`src/rtl/outer_in_widen32_pkg.sv`:
```
// outer_in_widen32_pkg: shared widths, packer states and the saturating word-count helper
package outer_in_widen32_pkg;
  localparam int Outer_MaxWordLen = 15;
  typedef logic [Outer_MaxWordLen-1:0] wcnt_t;
  typedef enum logic {EMPTY, HAVE_LO} state_e;
  function automatic wcnt_t sat_inc(input wcnt_t v);
    return (&v) ? v : v + wcnt_t'(1);
  endfunction
endpackage

```
`src/rtl/bus_slot64.sv`:
```
// bus_slot64: single-entry output register for a 64-bit word with last flag and word count
module bus_slot64
  import outer_in_widen32_pkg::*;
(
  input  logic        clk,
  input  logic        rst_n,
  input  logic        load_i,
  input  logic [63:0] data_i,
  input  logic        last_i,
  input  wcnt_t       cnt_i,
  input  logic        canReceive_i,
  output logic        isReady_o,
  output logic        free_o,
  output logic [63:0] data_o,
  output logic        last_o,
  output wcnt_t       cnt_o
);
  logic        valid_q, valid_d;
  logic [63:0] data_q;
  logic        last_q;
  wcnt_t       cnt_q;
  assign valid_d   = load_i | (valid_q & ~canReceive_i);
  assign free_o    = ~valid_q | canReceive_i;
  assign isReady_o = valid_q;
  assign data_o    = data_q;
  assign last_o    = last_q;
  assign cnt_o     = cnt_q;
  // payload only changes on load, so it stays put while the consumer stalls
  always_ff @(posedge clk or negedge rst_n) begin
    if (!rst_n) begin
      valid_q <= 1'b0;
      data_q  <= '0;
      last_q  <= 1'b0;
      cnt_q   <= '0;
    end else begin
      valid_q <= valid_d;
      if (load_i) begin
        data_q <= data_i;
        last_q <= last_i;
        cnt_q  <= cnt_i;
      end
    end
  end
endmodule

```
`src/rtl/outer_in_widen32.sv`:
```
// outer_in_widen32: packs pairs of 32-bit halves into 64-bit words, padding odd-length messages
module outer_in_widen32
  import outer_in_widen32_pkg::*;
#(
  parameter bit          FIRST_LOW = 1'b1,
  parameter logic [31:0] PAD       = 32'h0
) (
  input  logic        clk,
  input  logic        rst,
  input  logic [31:0] in,
  input  logic        in_isReady,
  output logic        in_canReceive,
  input  logic        in_isLast,
  output logic [63:0] out,
  output logic        out_isReady,
  input  logic        out_canReceive,
  output logic        out_isLast,
  output wcnt_t       out_msgWords
);
  state_e      state_q, state_d;
  logic [31:0] held_q, held_d;
  wcnt_t       wcnt_q, wcnt_d;
  logic        xfer, first, load;
  logic [31:0] lo, hi;
  wcnt_t       cnt_nx;
  assign xfer   = in_isReady & in_canReceive;
  assign first  = state_q == EMPTY;
  assign lo     = first ? in : held_q;
  assign hi     = first ? PAD : in;
  assign load   = xfer & (~first | in_isLast);
  assign cnt_nx = sat_inc(wcnt_q);
  // a lone first half waits in held_q; a last half or a second half completes a word
  always_comb begin
    state_d = xfer ? ((first & ~in_isLast) ? HAVE_LO : EMPTY) : state_q;
    held_d  = (xfer & first & ~in_isLast) ? in : held_q;
    wcnt_d  = load ? (in_isLast ? '0 : cnt_nx) : wcnt_q;
  end
  // packer state, held half and per-message word counter
  always_ff @(posedge clk or negedge rst) begin
    if (!rst) begin
      state_q <= EMPTY;
      held_q  <= '0;
      wcnt_q  <= '0;
    end else begin
      state_q <= state_d;
      held_q  <= held_d;
      wcnt_q  <= wcnt_d;
    end
  end
  bus_slot64 u_slot (
    .clk          (clk),
    .rst_n        (rst),
    .load_i       (load),
    .data_i       (FIRST_LOW ? {hi, lo} : {lo, hi}),
    .last_i       (in_isLast),
    .cnt_i        (cnt_nx),
    .canReceive_i (out_canReceive),
    .isReady_o    (out_isReady),
    .free_o       (in_canReceive),
    .data_o       (out),
    .last_o       (out_isLast),
    .cnt_o        (out_msgWords)
  );
endmodule
```
`config.mk`:
```
export PLATFORM = sky130hd
export DESIGN_NAME = outer_in_widen32
export DESIGN_NICKNAME = d
export VERILOG_FILES = /design/src/rtl/outer_in_widen32_pkg.sv /design/src/rtl/bus_slot64.sv /design/src/rtl/outer_in_widen32.sv
export SDC_FILE = /design/constraint.sdc
export NUM_CORES = 1
export LEC_CHECK = 0
export BUFFER_PORTS_ARGS = -buffer_cell sky130_fd_sc_hd__buf_2
export CAP_MARGIN = 20
export CORE_MARGIN = 1
export CORE_UTILIZATION = 45
export DETAILED_ROUTE_END_ITERATION = 16
export PLACE_DENSITY = 0.65
export SETUP_SLACK_MARGIN = 0.4
export SLEW_MARGIN = 5
export SYNTH_ARGS = -nofsm -noshare
export SYNTH_HDL_FRONTEND = slang
export SYNTH_HIERARCHICAL = 1
export SYNTH_SLANG_ARGS = --single-unit
```
`constraint.sdc`:
```
create_clock -name clk -period 4.8 [get_ports clk]
set_input_delay 0.96 -clock clk [delete_from_list [all_inputs] [get_ports clk]]
set_output_delay 0.96 -clock clk [all_outputs]
set_load 0.03 [all_outputs]
```
; ---- Yosys cells after proc, flatten, opt, wreduce, memory -nomap -nowiden
; Cells that the tools add are included.
[classes]
addsub = 1
n_mux = 5
n_bitwise = 13
n_reduce_logical = 1
[op_table]
columns = cell, n
row1 = $mux 32, 2
row2 = $mux 15, 2
row3 = $add 15x1->15 const B, 1
row4 = $reduce_and 15->1, 1
row5 = $and 1x1->1, 6
row6 = $not 1->1, 4
row7 = $or 1x1->1, 3
row8 = $mux 1, 1
[word_totals]
register_bits = 129
input_bits = 37
out_inout_bits = 82
word_cells = 27

; ---- Longest topological paths before layout
[depth]
ltp_word = 5
mapped_depth = 7
ltp_nobuf = 6

; ---- Cells and area by module
; Netlist, hierarchy kept.
[by_module_without_submodules]
columns = mod, instances, cells_each, area_per_inst_um2, seq_area_each_um2
row1 = bus_slot64, 1, 172, 3408.3, 2026.9
row2 = outer_in_widen32, 1, 296, 3056.7, 1201.2

; ---- Least setup slack after synthesis
; OpenSTA, ideal clock, no wires.
[synth_timing]
kind = input port to flip-flop
start = input out_canReceive
end = register held_q[0]
setup_ns = 0.125
arrival_time_ns = 2.455
required_ns = 4.675
path_slack_ns = 2.221
stages = 5
path_buffers = 1
path_cell_list = nand2b_1 -> nand2_1 -> nor3_2 -> buf_2 -> mux2_2
[synth_via]
elab_chain_cells = 4
[synth_rtl]
columns = item, line
row1 = from (decl), outer_in_widen32.sv:16  ; input logic out_canReceive,
row2 = $or 1x1->1, bus_slot64.sv:23  ; assign free_o = ~valid_q | canReceive_i;
row3 = $and 1x1->1, outer_in_widen32.sv:26  ; assign xfer = in_isReady & in_canReceive;
row4 = $and 1x1->1 (2 in series), outer_in_widen32.sv:35  ; held_d = (xfer & first & ~in_isLast) ? in : held_q;
row5 = to (signal assigned), outer_in_widen32.sv:46  ; held_q <= held_d;
row6 = to (decl), outer_in_widen32.sv:21  ; logic [31:0] held_q, held_d;
; No other way between the ends.
; A chain may end at the register's enable or synchronous reset.

; ---- Final worst setup path
[layout_timing]
start = input out_canReceive
end = output in_canReceive
[layout_via]
elab_chain_cells = 1
[layout_rtl]
columns = item, line
row1 = $or 1x1->1, bus_slot64.sv:23
row2 = to (decl), outer_in_widen32.sv:12  ; output logic in_canReceive,
; No other way between the ends.

==> results.json <==
{
  "crit_type": "primary input to output port",
  "clkTransAtPathRegs_ps": 50,
  "rsz0062_at_grt": "no",
  "skew_ps": 5.74,
  "grt_pass1_wl_um": 21700,
  "slowest_delay_ps": 300,
  "postCtsSetupRepairBufs": 0,
  "p_per_area_mw_per_mm2": 552,
  "maxCapViolations": 0,
  "die_area_mm2": 0.0148,
  "syn_area_mm2": 0.00646,
  "final_common_cell": "dfrtp_1",
  "overflow": 0,
  "p_leak_nw": 3.67,
  "num_rows": 43,
  "place_congestion": 0.846,
  "dp_hpwl_um": 8470,
  "fp.dieW_um": 122,
  "clock.fmax_mhz": 388,
  "rr_worst_depth": 3,
  "numCtsBuffers": 17,
  "clk_latency_ps": 410,
  "synthesis.nets": 506,
  "cp_slowest_cell": "nand2b_1",
  "status": "completed",
  "worstPathMaxFanout": 9,
  "setup_violations": 0,
  "die_y_um": 122,
  "drive_gt1_frac": 0.520,
  "cts_buffer_depth": 2,
  "max-vdd-ir-drop_uv": 305,
  "final.period_utilization": 0.537,
  "drt_iter0_drc": 202,
  "hold_viol_final": 0,
  "async_reset_ff_frac": 1.00,
  "fin_nets": 613,
  "tightest_slew_ps": 926,
  "postCtsResizedCells": 0,
  "slew_viol_final": 0,
  "cp.required_ps": 3840,
  "h-tree-depth": 4,
  "fin_cells": 768,
  "r2r-end": "u_slot/data_o[23]$_DFFE_PN0P_",
  "clock_sinks": 129,
  "r2r_start": "state_q$_DFFE_PN0N_",
  "dr.pass1.iters": 4,
  "cp-startpoint": "out_canReceive",
  "portBuffers": 118,
  "critPathLaunchType": "primary input",
  "start_util": 0.464,
  "worst_setup_path_end_kind": "output port",
  "path_common_cell": "buf_2",
  "synth_edf_count": 0,
  "placedCellCount": 736,
  "timing.hold.ws_ps": 502,
  "ys_warn_count": 6,
  "postSynthCellCount": 468,
  "synth-seq-area-share": 0.499,
  "finalWirelength_um": 13400,
  "grt_antenna_before_repair": 0,
  "final_antenna_net_count": 0,
  "slew_headroom": 0.383,
  "grt_start_max_net_pins": 101,
  "vias_per_cell": 5.34,
  "synth-seq-cells": 129,
  "cts_tree": "built",
  "coreArea_mm2": 0.0139,
  "num_io_pins": 119,
  "grt_use_total": 0.191,
  "detail_route.wl_per_cell_um": 17.4,
  "vias": 4103,
  "synthFlopType": "dfrtp_1",
  "holdCritPathClass": "flip-flop to flip-flop",
  "grt_pass1_vias": 4121,
  "cp-endpoint": "in_canReceive",
  "yosysUniqueCellTypes": 50,
  "filler_cell_count": 1178,
  "ctsRootBufferMaster": "clkbuf_16",
  "arrival_ps": 1620,
  "drcViolationCount": 0,
  "syn2layout_area_growth_pct": 18.8,
  "syn_avg_cell_area_um2": 13.8,
  "diodes": 0,
  "path_cells": "buf_2, nand2b_1, buf_2",
  "timing.setup.tns_ps": 0,
  "min_period_ps": 2580,
  "r2r_slack_ps": 2280,
  "cts-hold-fix-buffers": 0,
  "layout_common_cells": "dfrtp_1, buf_2, mux2_4, mux2_2, and2_1"
}
-- synth_stat cells (3+ instances only) --
cell,instances,share of area
dfrtp_1,129,0.50
mux2_4,79,0.18
mux2_2,66,0.11
and2_1,34,0.033
nand2_1,16,0.0093
nand3_1,13,0.010
clkbuf_1,11,0.0064
a21oi_1,8,0.0062
buf_12,8,0.025
nor2_1,7,0.0041
nor4_1,7,0.0068
xnor2_1,7,0.0095
nand4_1,6,0.0058
o21ai_0,6,0.0046
and3_1,5,0.0048
inv_1,5,0.0029
buf_2,4,0.0031
buf_4,4,0.0046
clkbuf_2,4,0.0031
nor3_1,4,0.0031
a211o_1,3,0.0041
a41oi_1,3,0.0041
o21a_1,3,0.0035
-- critical path: cells and delay by family --
kind | cells | cell delay, ps
and+or+nand+nor | 1 | 300
buffers and inverters | 2 | 360
-- layer usage --
layer  GRT usage  vias to the layer above  wire, µm
met3      0.0552                       18       748
met1       0.253                     2066      6130
met5           0                        -         0
met2       0.289                      126      6290
li1            -                     1893         -
met4      0.0818                        0       184
-- registers in the layout (all words and copies together), names as in the netlist --
| name | cells |
|---|---|
| u_slot/last_o | 1 |
| u_slot/isReady_o | 1 |
| wcnt_q | 15 |
| u_slot/cnt_o | 15 |
| held_q | 32 |
| u_slot/data_o | 64 |
| state_q | 1 |
-- power breakdown --
part           switching (mW)  internal, mW
logic                   0.709         0.588
clock network           0.468         0.886
registers               0.205          1.38
-- per-stage QoR --
stage	worst slack [ps]	total power [mW]	utilization	instance area, µm²
6_report	2220	4.24	0.551	7680
5_1_grt	2060	4.43	0.551	7680
4_1_cts	2210	4.28	0.551	7680
3_5_place_dp	1770	2.90	0.506	7050
3_3_place_gp	1850	2.86	0.506	7050
2_1_floorplan	2220	2.56	-	6460
-- cells by family (layout without fill, tap and decap cells) --
| kind of cell | count (synthesis) | count (layout) | synth area share |
|---|---|---|---|
| xor gates and xnor gates | 7 | 7 | 0.00948 |
| AOI/OAI and AO/OA | 41 | 41 | 0.0466 |
| and+or+nand+nor | 105 | 105 | 0.0948 |
| adders and majority gates | 1 | 1 | 0.00194 |
| buffers and inverters | 39 | 159 | 0.0478 |
| muxes | 146 | 146 | 0.300 |
| DFF | 129 | 129 | 0.499 |
-- how the worst min path moves through the flow --
| stage | startpoint | endpoint | slack, ps | cells past startpoint |
|---|---|---|---|---|
| 2_1_floorplan | held_q[0]$_DFFE_PN0P_ | held_q[0]$_DFFE_PN0P_ | 470 | 1 |
| 5_1_grt | held_q[9]$_DFFE_PN0P_ | held_q[9]$_DFFE_PN0P_ | 520 | 1 |
| 6_report | held_q[25]$_DFFE_PN0P_ | held_q[25]$_DFFE_PN0P_ | 500 | 1 |
| 3_5_place_dp | u_slot/data_o[48]$_DFFE_PN0P_ | u_slot/data_o[48]$_DFFE_PN0P_ | 490 | 1 |
| 3_3_place_gp | held_q[27]$_DFFE_PN0P_ | held_q[27]$_DFFE_PN0P_ | 480 | 1 |
| 4_1_cts | held_q[2]$_DFFE_PN0P_ | held_q[2]$_DFFE_PN0P_ | 500 | 1 |
-- layout make-up --
class                      count  area, µm²  share of cell area
sequential                   129       3230               0.420
multi-input combinational    300       2940               0.383
timing repair buffer         122        639              0.0833
clock buffer                  24        502              0.0653
tap                          180        225              0.0293
clock inverter                 8        124              0.0161
inverter                       5       18.8             0.00244
No activity file was read; power rests on OpenSTA's default activity.
